[src/rtl/pwm_pkg.sv]
// Shared types and constants for the RGB PWM encoder.
// The fade stepper is built only when PWM_FADE_EN is defined.
package pwm_pkg;

    localparam int          DUTY_W  = 8;
    localparam logic [7:0]  PWM_TOP = 8'd254;

    typedef enum logic {
        IDLE = 1'b0,
        PEND = 1'b1
    } hs_state_t;

    typedef struct packed {
        logic [DUTY_W-1:0] r;
        logic [DUTY_W-1:0] g;
        logic [DUTY_W-1:0] b;
    } rgb_duty_t;

endpackage

[src/rtl/pwm_channel.sv]
// One PWM colour channel: active duty register and registered pin compare.
// With PWM_FADE_EN the active duty walks toward target by FADE_STEP per load.
module pwm_channel
    import pwm_pkg::*;
#(
    parameter int FADE_STEP = 4
) (
    input  logic              clk,
    input  logic              rst_n,
    input  logic [7:0]        pwm_cnt,
    input  logic              load,
    input  logic [DUTY_W-1:0] target,
    output logic              pwm,
    output logic              settle
);

    logic [DUTY_W-1:0] active;
    logic [DUTY_W-1:0] active_next;

`ifdef PWM_FADE_EN
    localparam logic signed [8:0] STEP = 9'(FADE_STEP);
    localparam logic [7:0]        STEP_U = 8'(FADE_STEP);

    logic signed [8:0] diff;

    // 9-bit signed distance so neither direction wraps at the 8-bit limits
    assign diff = $signed({1'b0, target}) - $signed({1'b0, active});

    always_comb begin
        active_next = target;
        settle      = 1'b1;
        if (diff > STEP) begin
            active_next = active + STEP_U;
            settle      = 1'b0;
        end else if (diff < -STEP) begin
            active_next = active - STEP_U;
            settle      = 1'b0;
        end
    end
`else
    always_comb begin
        active_next = target;
        settle      = 1'b1;
    end
`endif

    always_ff @(posedge clk or negedge rst_n) begin
        if (!rst_n) begin
            active <= '0;
        end else if (load) begin
            active <= active_next;
        end
    end

    // pwm_cnt tops out at 254, so duty 255 stays high for the whole period
    always_ff @(posedge clk or negedge rst_n) begin
        if (!rst_n) begin
            pwm <= 1'b0;
        end else begin
            pwm <= (pwm_cnt < active);
        end
    end

endmodule

[src/rtl/pwm_rgb_encoder.sv]
// RGB PWM encoder: prescaler, 255-step period counter, duty handshake FSM.
// Define PWM_FADE_EN to fade duties toward new targets instead of jumping.
module pwm_rgb_encoder
    import pwm_pkg::*;
#(
    parameter int PRESCALE  = 245,
    parameter int FADE_STEP = 4
) (
    input  logic       clk,
    input  logic       rst_n,
    input  logic       duty_valid,
    output logic       duty_ready,
    input  logic [7:0] duty_r,
    input  logic [7:0] duty_g,
    input  logic [7:0] duty_b,
    output logic       pwm_r,
    output logic       pwm_g,
    output logic       pwm_b,
    output logic       period_start
);

    localparam logic [15:0] PRE_LAST = 16'(PRESCALE - 1);

    logic [15:0] pre_cnt;
    logic [7:0]  pwm_cnt;
    logic        tick;
    logic        boundary;

    hs_state_t   state_q;
    hs_state_t   state_d;
    rgb_duty_t   pending;
    logic        load;
    logic        settle_r;
    logic        settle_g;
    logic        settle_b;

    assign tick     = (pre_cnt == PRE_LAST);
    assign boundary = tick && (pwm_cnt == PWM_TOP);

    always_ff @(posedge clk or negedge rst_n) begin
        if (!rst_n) begin
            pre_cnt <= '0;
        end else if (tick) begin
            pre_cnt <= '0;
        end else begin
            pre_cnt <= pre_cnt + 16'd1;
        end
    end

    always_ff @(posedge clk or negedge rst_n) begin
        if (!rst_n) begin
            pwm_cnt <= '0;
        end else if (tick) begin
            pwm_cnt <= (pwm_cnt == PWM_TOP) ? 8'd0 : pwm_cnt + 8'd1;
        end
    end

    always_ff @(posedge clk or negedge rst_n) begin
        if (!rst_n) begin
            period_start <= 1'b0;
        end else begin
            period_start <= boundary;
        end
    end

    always_ff @(posedge clk or negedge rst_n) begin
        if (!rst_n) begin
            state_q <= IDLE;
        end else begin
            state_q <= state_d;
        end
    end

    // A transfer in IDLE always goes through pending, even in a boundary cycle
    always_comb begin
        state_d    = state_q;
        duty_ready = 1'b0;
        load       = 1'b0;
        case (state_q)
            IDLE: begin
                duty_ready = 1'b1;
                if (duty_valid) begin
                    state_d = PEND;
                end
            end
            PEND: begin
                if (boundary) begin
                    load = 1'b1;
                    if (settle_r && settle_g && settle_b) begin
                        state_d = IDLE;
                    end
                end
            end
            default: state_d = IDLE;
        endcase
    end

    always_ff @(posedge clk or negedge rst_n) begin
        if (!rst_n) begin
            pending <= '0;
        end else if (duty_valid && duty_ready) begin
            pending <= '{r: duty_r, g: duty_g, b: duty_b};
        end
    end

    pwm_channel #(.FADE_STEP(FADE_STEP)) u_chan_r (
        .clk     (clk),
        .rst_n   (rst_n),
        .pwm_cnt (pwm_cnt),
        .load    (load),
        .target  (pending.r),
        .pwm     (pwm_r),
        .settle  (settle_r)
    );

    pwm_channel #(.FADE_STEP(FADE_STEP)) u_chan_g (
        .clk     (clk),
        .rst_n   (rst_n),
        .pwm_cnt (pwm_cnt),
        .load    (load),
        .target  (pending.g),
        .pwm     (pwm_g),
        .settle  (settle_g)
    );

    pwm_channel #(.FADE_STEP(FADE_STEP)) u_chan_b (
        .clk     (clk),
        .rst_n   (rst_n),
        .pwm_cnt (pwm_cnt),
        .load    (load),
        .target  (pending.b),
        .pwm     (pwm_b),
        .settle  (settle_b)
    );

endmodule
[config.mk]
export PLATFORM = sky130hd
export DESIGN_NAME = pwm_rgb_encoder
export DESIGN_NICKNAME = d
export VERILOG_FILES = /design/src/rtl/pwm_pkg.sv /design/src/rtl/pwm_channel.sv /design/src/rtl/pwm_rgb_encoder.sv
export SDC_FILE = /design/constraint.sdc
export NUM_CORES = 1
export LEC_CHECK = 0
export ABC_AREA = 0
export CAP_MARGIN = 40
export CORE_ASPECT_RATIO = 0.9
export CORE_MARGIN = 10
export CORE_UTILIZATION = 30
export CTS_CLUSTER_SIZE = 28
export DETAILED_ROUTE_END_ITERATION = 10
export PLACE_DENSITY = 0.5
export SYNTH_ARGS = -nofsm -noshare
export SYNTH_HDL_FRONTEND = slang
export SYNTH_HIERARCHICAL = 1
export SYNTH_SLANG_ARGS = --single-unit
[constraint.sdc]
create_clock -name clk -period 3.55 [get_ports clk]
set_clock_uncertainty 0.05 [all_clocks]
set_input_delay 0.8875 -clock clk [delete_from_list [all_inputs] [get_ports clk]]
set_output_delay 0.8875 -clock clk [all_outputs]
set_load 0.02 [all_outputs]
==> results of run 1 <==
## sequential cells by signal (all words and copies together) (netlist names)
| register | cells |
|---|---|
| u_chan_b/active | 8 |
| pending | 24 |
| u_chan_g/pwm | 1 |
| u_chan_g/active | 8 |
| pwm_cnt | 8 |
| u_chan_b/pwm | 1 |
| u_chan_r/active | 8 |
| u_chan_r/pwm | 1 |
| period_start | 1 |
| pre_cnt | 16 |
| state_q | 1 |
## where the power goes
part           internal (mW)  switching, mW  leakage [nW]
clock network          0.471          0.352         0.132
logic                 0.0751         0.0368         0.796
registers              0.942         0.0331          1.01
## cell families after synthesis
family | after synthesis
multiplexers | 28
other | 3
flip-flops | 77
adder cells (fa/ha/maj) | 25
XOR/XNOR | 13
buffers and inverters | 36
AND/OR/NAND/NOR | 90
AO/OA/AOI/OAI | 56
## Yosys cell counts (all sizes together)
cell,number,area share
dfrtp,77,0.53
nand2,39,0.040
o21ai,35,0.048
mux2,27,0.084
ha,25,0.086
inv,25,0.026
nor2,14,0.014
a21oi,10,0.014
buf,10,0.017
nand3,9,0.012
xnor2,9,0.022
and3,5,0.0086
and4,5,0.012
a41oi,4,0.0097
nand4,4,0.0086
nor2b,4,0.0069
nor3,4,0.0055
xor2,4,0.0097
a211oi,3,0.010
conb,3,0.0031
o31ai,2,0.0055
and2,1,0.0017
and4bb,1,0.0034
clkbuf,1,0.0010
mux2i,1,0.0028
nand3b,1,0.0021
nor4,1,0.0059
nor4b,1,0.0024
o21bai,1,0.0021
o2bb2a,1,0.0028
or2,1,0.0017
## worst paths after layout
kind                              from                 end  slack [ps]  cells after the start
min                        pre_cnt[15]         pre_cnt[15]         420                      1
max in group asynchronous        rst_n          pwm_cnt[5]        2440                      2
max reg2reg                 pre_cnt[0]  u_chan_g/active[0]        1180                      7
min reg2reg                pre_cnt[15]         pre_cnt[15]         420                      1
min in group asynchronous        rst_n  u_chan_g/active[2]         440                      1
max                            state_q          duty_ready        1100                      2
## cell usage in the layout (no fill, tap or decap), types with 2 or more instances in the layout
cell type        Yosys  final
mux2_2              27     27
inv_1               25     25
xnor2_1              9      9
clkinv_4             0      2
and4_1               5      5
nand3_1              9      9
dfrtp_1             77     77
ha_1                25     25
nor3_1               4      3
o21ai_0             29     29
a21oi_1             10     10
a41oi_1              4      4
conb_1               3      3
clkdlybuf4s50_1      0     30
o21ai_1              6      6
and3_1               5      5
a211oi_2             3      3
nand2_1             39     39
nor2_1              14     14
clkbuf_16            0      9
buf_4                4      3
nor2b_1              4      3
nand4_1              3      3
clkinv_2             0      3
xor2_1               4      4
## layout make-up
cell class | instances | area [um2] | area share
flip-flops and latches | 77 | 1930 | 0.437
multi-input cells | 215 | 1550 | 0.352
repair buffers | 35 | 370 | 0.0839
clock buffers | 10 | 229 | 0.0519
well taps | 160 | 200 | 0.0454
inverters | 25 | 93.8 | 0.0213
clock inverters | 6 | 40.0 | 0.00907
## metal layers
layer | global-route usage | routed length, um | up-vias
li1 | - | - | 1196
met4 | 0.0394 | 159 | 0
met1 | 0.124 | 3620 | 1108
met2 | 0.119 | 2830 | 39
met5 | 0 | 0 | -
met3 | 0.0294 | 219 | 11
## stage by stage
step                worst slack, ps  utilization  total power [mW]  cells  hold WS, ps
floorplan                       904            -              1.04    328          396
global placement               1190        0.345              1.10    511          414
CTS                            1090        0.370              1.95    528          435
detailed placement             1180        0.347              1.11    512          421
global route                   1030        0.370              2.00    528          450
finish                         1100        0.370              1.91    528          425
==> impl_metrics.json, run 1 <==
{
  "synth-compound-area-share": 0.0924,
  "endpoint_kind": "output pin",
  "critPathTopFamily": "buffers and inverters",
  "grt_pass1_vias": 2399,
  "path_cells": "inv_1 > clkdlybuf4s50_1",
  "setup_viol": 0,
  "antenna_found_initial": 0,
  "ys_seq_area_frac": 0.531,
  "cts-buffers-inserted": 9,
  "status": "finished, final reports clean",
  "cts_root_buf": "clkbuf_16",
  "crit_fanout": 3,
  "rows": 38,
  "die_area_um2": 16900,
  "synthSimpleGateAreaFrac": 0.126,
  "via_per_inst": 4.46,
  "hold_class": "reg -> reg",
  "timing.critical_path.buf_inv": 2,
  "die_x_um": 136,
  "place_hpwl_um": 4830,
  "crit_arrival_ps": 1510,
  "final-hold-violation-count": 0,
  "leakagePower_nw": 1.94,
  "htreeDepth": 3,
  "max_stage_delay_ps": 630,
  "n_fill_cell": 1196,
  "power_density_nw_per_um2": 433,
  "cts.sinks": 77,
  "ys_warn_count": 6,
  "insertion_delay_ps": 340,
  "slew_violations": 0,
  "setup.worst_path.start_class": "flip-flop",
  "ant_nets": 0,
  "cts_setup_buffers": 0,
  "dr.pass1.iters": 4,
  "io_pins": 32,
  "min_period_ps": 2450,
  "synth_xor_area_frac": 0.0314,
  "dpl-instance-area_um2": 4140,
  "start_util": 0.304,
  "clk_pin_slew_ps": 60,
  "gp_congestion": 0.742,
  "syn_to_final_growth_pct": 21.6,
  "wire_per_inst_um": 12.9,
  "maxClockFrequency_ghz": 0.409,
  "grt_max_degree": 46,
  "die_y_um": 124,
  "synthAdderAreaFrac": 0.0862,
  "fin_crit_sh": 0.689,
  "synthMuxAreaShare": 0.0865,
  "final_cell_area_um2": 4410,
  "slowest_stage": "clkdlybuf4s50_1",
  "worstSetupPathType": "reg -> out",
  "synth_seq_cells": 77,
  "required_ps": 2610,
  "drt_iter0_drc": 128,
  "cts-resized-gates": 0,
  "synthesis.instances": 328,
  "finalSetupTns_ps": 0,
  "synth_nets": 380,
  "num_antenna_cells": 0,
  "drc": 0,
  "cts_tree": "yes",
  "rsz0062_at_grt": "false",
  "syn_area_um2": 3630,
  "irDropWorstVdd_v": 0.000188,
  "vias": 2354,
  "grt_first_pass_wirelength_um": 12100,
  "coreArea_um2": 11900,
  "synth_top_family_by_area": "simple AND/OR/NAND/NOR gates",
  "grtUsageTotal": 0.0882,
  "grt_overflow": 0,
  "portBuffers": 31,
  "holdBufCountCts": 0,
  "final_nets": 415,
  "wl_um": 6820,
  "synth.distinct_cells": 35,
  "layout-drive-gt1-share": 0.149,
  "cap_violations": 0,
  "clockBufferDepth": 2,
  "synth.avg_cell_area_um2": 11.1
}
(Power assumes the default switching activity.)
==> run 2, diff against run 1 <==
==> constraint.sdc (replaced) <==
create_clock -name clk -period 2.26 [get_ports clk]
set_clock_uncertainty 0.05 [all_clocks]
set_input_delay 0.565 -clock clk [delete_from_list [all_inputs] [get_ports clk]]
set_output_delay 0.565 -clock clk [all_outputs]
set_load 0.02 [all_outputs]
==> run 2 against run 1 <==
Against the previous run: register-to-register slack worse by 850 ps; total power up 64%; critical path depth unchanged; highest routed layer unchanged; clock-buffer cell count unchanged; utilization up 0.94 points; global-route usage up 0.37 points; via count up 2.1%.
==> impl_metrics.json, run 2 (synthesized netlist as in run 1, its figures left out) <==
{
  "io_pins": 32,
  "slew_violations": 0,
  "cts_tree": "yes",
  "n_fill_cell": 1178,
  "rows": 38,
  "place_hpwl_um": 5120,
  "power_density_nw_per_um2": 690,
  "htreeDepth": 3,
  "cts.sinks": 77,
  "clockBufferDepth": 2,
  "hold_slack_ps": 142,
  "crit_arrival_ps": 1530,
  "cts-resized-gates": 0,
  "reg_top3": "pending x24, pre_cnt x16",
  "seq_area_um2": 1930,
  "largest_register": "pending",
  "grt_max_degree": 43,
  "drc": 0,
  "wire_per_inst_um": 13.3,
  "syn_to_final_growth_pct": 24.7,
  "endpoint_kind": "output pin",
  "final_nets": 427,
  "grt_first_pass_wirelength_um": 12300,
  "die_area_um2": 16900,
  "via_per_inst": 4.45,
  "mostFrequentLayoutCells": "dfrtp_1, nand2_1, clkdlybuf4s50_1",
  "dpl-instance-area_um2": 4230,
  "status": "finished, final reports clean",
  "crit-reg2reg-launch": "pre_cnt[0]",
  "min_period_ps": 2150,
  "antenna_found_initial": 0,
  "r2r_end": "u_chan_r/active[4]",
  "drt_iter0_drc": 91,
  "r2r_cells": 8,
  "multi_input_area_um2": 1560,
  "insertion_delay_ps": 340,
  "largest_reg_flops": 24,
  "hold_class": "in -> async",
  "final-hold-violation-count": 0,
  "irDropWorstVdd_v": 0.000367,
  "num_antenna_cells": 0,
  "cap_violations": 0,
  "finalSetupTns_ps": 0,
  "grt_pass1_vias": 2385,
  "coreArea_um2": 11900,
  "required_ps": 1640,
  "portBuffers": 31,
  "grt_overflow": 0,
  "crit_fanout": 3,
  "layout-drive-gt1-share": 0.176,
  "holdBufCountCts": 0,
  "reg2reg_slack_ps": 330,
  "cts_root_buf": "clkbuf_16",
  "dr.pass1.iters": 4,
  "grtUsageTotal": 0.0919,
  "cts_setup_buffers": 0,
  "mostFrequentLayoutCell": "dfrtp_1",
  "fin_crit_sh": 0.951,
  "rsz0062_at_grt": "false",
  "cts-buffers-inserted": 9,
  "wl_um": 7160,
  "setup_viol": 0,
  "setup.worst_path.start_class": "flip-flop",
  "die_x_um": 136,
  "clk_pin_slew_ps": 60,
  "ant_nets": 0,
  "maxClockFrequency_ghz": 0.465,
  "worstSetupPathType": "reg -> out",
  "final_cell_area_um2": 4530,
  "start_util": 0.304,
  "gp_congestion": 0.761,
  "leakagePower_nw": 2.01,
  "die_y_um": 124,
  "vias": 2404
}
run 2: changes by cell type in the layout (fill, tap and decap cells not counted), sizes merged:
cell,delta
buf,+12
bufinv,+1
clkinv,-2
clkinvlp,+1
run 2: worst max-delay path by stage:
stage | start | endpoint | slack, ps | cells past startpoint
5_1_grt | state_q | duty_ready | 50 | 2
6_report | state_q | duty_ready | 110 | 2
3_5_place_dp | pre_cnt[0] | u_chan_r/active[6] | 290 | 7
4_1_cts | state_q | duty_ready | 80 | 2
3_3_place_gp | duty_valid | pending[15] | 310 | 4
2_1_floorplan | pre_cnt[0] | u_chan_b/active[0] | 170 | 7
run 2: area by class of cell:
type / instances / share of cell area
Tap cell: 160 / 0.0442
Sequential cell: 77 / 0.426
Inverter: 25 / 0.0207
Timing Repair Buffer: 47 / 0.100
Clock inverter: 6 / 0.0141
Multi-Input combinational cell: 215 / 0.344
Clock buffer: 10 / 0.0506
run 2: report_power, final:
| group | internal [mW] | total (mW) | switching (mW) |
|---|---|---|---|
| logic | 0.118 | 0.176 | 0.0584 |
| clock network | 0.852 | 1.42 | 0.563 |
| registers | 1.48 | 1.53 | 0.0540 |
run 2: layer usage:
layer,global-route usage,wire length (um)
met5,0,0
met4,0.0526,160
met3,0.0250,228
met2,0.123,3060
met1,0.129,3710
run 2: through the flow:
stage / setup slack [ps] / cells / utilization / power (mW)
final: 111 / 540 / 0.379 / 3.12
after global routing: 50.4 / 540 / 0.379 / 3.27
after CTS: 84.1 / 540 / 0.379 / 3.18
after detailed placement: 290 / 524 / 0.355 / 1.74
after global placement: 305 / 524 / 0.355 / 1.74
after floorplan: 169 / 328 / - / 1.64
run 2: worst max-delay path, stage by stage, from the launching register on:
cell             delay, ps
dfrtp_1                400
inv_1                  160
clkdlybuf4s50_1        640
==> run 3, diff against run 2 <==
--- a/config.mk
+++ b/config.mk
@@ -8,11 +8,11 @@
 export ABC_AREA = 0
 export CAP_MARGIN = 40
 export CORE_ASPECT_RATIO = 0.9
-export CORE_MARGIN = 10
+export CORE_MARGIN = 1.5
 export CORE_UTILIZATION = 30
 export CTS_CLUSTER_SIZE = 28
 export DETAILED_ROUTE_END_ITERATION = 10
-export PLACE_DENSITY = 0.5
+export PLACE_DENSITY_LB_ADDON = 0.12
 export SYNTH_ARGS = -nofsm -noshare
 export SYNTH_HDL_FRONTEND = slang
 export SYNTH_HIERARCHICAL = 1
==> run 3 against run 2 <==
Against the previous run: register-to-register slack lost 50 ps; global-route usage is 3.1 points higher; critical path depth stayed put; die area shrank 24%; first-iteration DRC count up 8.8%; critical path type unchanged.
==> impl_metrics.json, run 3 (synthesized netlist as in run 1, its figures left out) <==
{
  "gp_congestion": 0.744,
  "die_x_um": 119,
  "final_nets": 425,
  "worstSetupPathType": "reg -> out",
  "fin_crit_sh": 0.954,
  "cts-resized-gates": 0,
  "rows": 37,
  "antenna_found_initial": 0,
  "path_cells": "inv_1 > clkdlybuf4s50_1",
  "rsz0062_at_grt": "false",
  "drt_iter0_drc": 99,
  "largest_register": "pending",
  "pre_cts_ws_ps": 287,
  "dr.pass1.iters": 4,
  "drc": 0,
  "max_stage_delay_ps": 630,
  "finalSetupTns_ps": 0,
  "cts-buffers-inserted": 9,
  "cts_root_buf": "clkbuf_16",
  "setup_viol": 0,
  "grt_max_degree": 37,
  "place_hpwl_um": 4830,
  "status": "finished, final reports clean",
  "final-hold-violation-count": 0,
  "insertion_delay_ps": 340,
  "slew_violations": 0,
  "grtUsageTotal": 0.123,
  "num_antenna_cells": 0,
  "wire_per_inst_um": 12.8,
  "crit_fanout": 3,
  "n_fill_cell": 1157,
  "via_per_inst": 4.51,
  "timing.critical_path.buf_inv": 2,
  "min_period_ps": 2160,
  "irDropWorstVdd_v": 0.000599,
  "mostFrequentLayoutCells": "dfrtp_1, nand2_1, clkdlybuf4s50_1",
  "start_util": 0.312,
  "clockBufferDepth": 2,
  "ant_nets": 0,
  "die_y_um": 107,
  "grt_pass1_vias": 2440,
  "htreeDepth": 3,
  "hold_slack_ps": 96.0,
  "finalPower_mw": 3.37,
  "critPathTopFamily": "buffers and inverters",
  "syn_to_final_growth_pct": 26.0,
  "setup_ws_ps": 105,
  "cts.sinks": 77,
  "io_pins": 32,
  "clk_pin_slew_ps": 60,
  "mostFrequentLayoutCell": "dfrtp_1",
  "power_density_nw_per_um2": 737,
  "grt_overflow": 0,
  "largest_reg_flops": 24,
  "layout-drive-gt1-share": 0.175,
  "cts_tree": "yes",
  "slowest_stage": "clkdlybuf4s50_1",
  "holdBufCountCts": 0,
  "wl_um": 6850,
  "grt_first_pass_wirelength_um": 12200,
  "endpoint_kind": "output pin",
  "reg_top3": "pending x24, pre_cnt x16",
  "crit_arrival_ps": 1540,
  "hold_class": "in -> async",
  "portBuffers": 31,
  "coreArea_um2": 11600,
  "cap_violations": 0,
  "required_ps": 1640,
  "leakagePower_nw": 2.02,
  "die_area_um2": 12800,
  "final_core_util": 0.394,
  "setup.worst_path.start_class": "flip-flop",
  "vias": 2406,
  "maxClockFrequency_ghz": 0.464,
  "cts_setup_buffers": 0
}
[run 3: cell types whose count changed in the layout (fill, tap and decap cells not counted)]
cell       before  now
buf_4          15   12
clkbuf_1        1    0
clkinv_2        2    1
bufinv_16       1    3
buf_12          2    3
clkbuf_8        0    1
clkinv_4        1    0
[run 3: worst paths after layout]
path                        startpoint                 end  slack, ps  depth (start not counted)
setup / recovery               state_q          duty_ready        100                          2
hold / removal                   rst_n          pre_cnt[9]        100                          1
setup reg to reg            pre_cnt[0]  u_chan_b/active[0]        280                          7
hold reg to reg            pre_cnt[15]         pre_cnt[15]        430                          1
max in group asynchronous        rst_n          pending[6]       1510                          2
min in group clk           pre_cnt[15]         pre_cnt[15]        430                          1
[run 3: power by group]
part           leakage (nW)  internal, mW  total (mW)  switching [mW]
Sequential             1.01          1.48        1.53          0.0526
Combinational         0.848         0.118       0.176          0.0575
Clock                 0.165          1.11        1.66           0.559
[run 3: worst reg2reg max path, stage by stage (launching register included)]
cell      delay, ps
dfrtp_1         420
inv_1            80
ha_1            140
and4bb_1        230
nand4_2         140
nor3_4          220
buf_12          200
mux2_2          360
[run 3: cell type report]
| cell class | count | area (um2) | share of cell area |
|---|---|---|---|
| timing repair buffer | 45 | 450 | 0.0985 |
| clock inverter | 6 | 110 | 0.0241 |
| sequential | 77 | 1930 | 0.421 |
| inverter | 25 | 93.8 | 0.0205 |
| tap | 156 | 195 | 0.0427 |
| multi-input combinational | 215 | 1560 | 0.341 |
| clock buffer | 10 | 239 | 0.0522 |
[run 3: routing by layer]
metal	GRT usage	part of all wire	vias up
met4	0.0465	0.011	0
met5	0	0	-
li1	-	-	1212
met1	0.170	0.51	1153
met3	0.0387	0.036	7
met2	0.180	0.45	34
[run 3: per-stage QoR]
| step | instances | cell area [um2] |
|---|---|---|
| after global placement | 518 | 4230 |
| after detailed placement | 518 | 4230 |
| final | 534 | 4570 |
| after global routing | 534 | 4570 |
| after CTS | 534 | 4570 |
| after floorplan | 328 | 3640 |
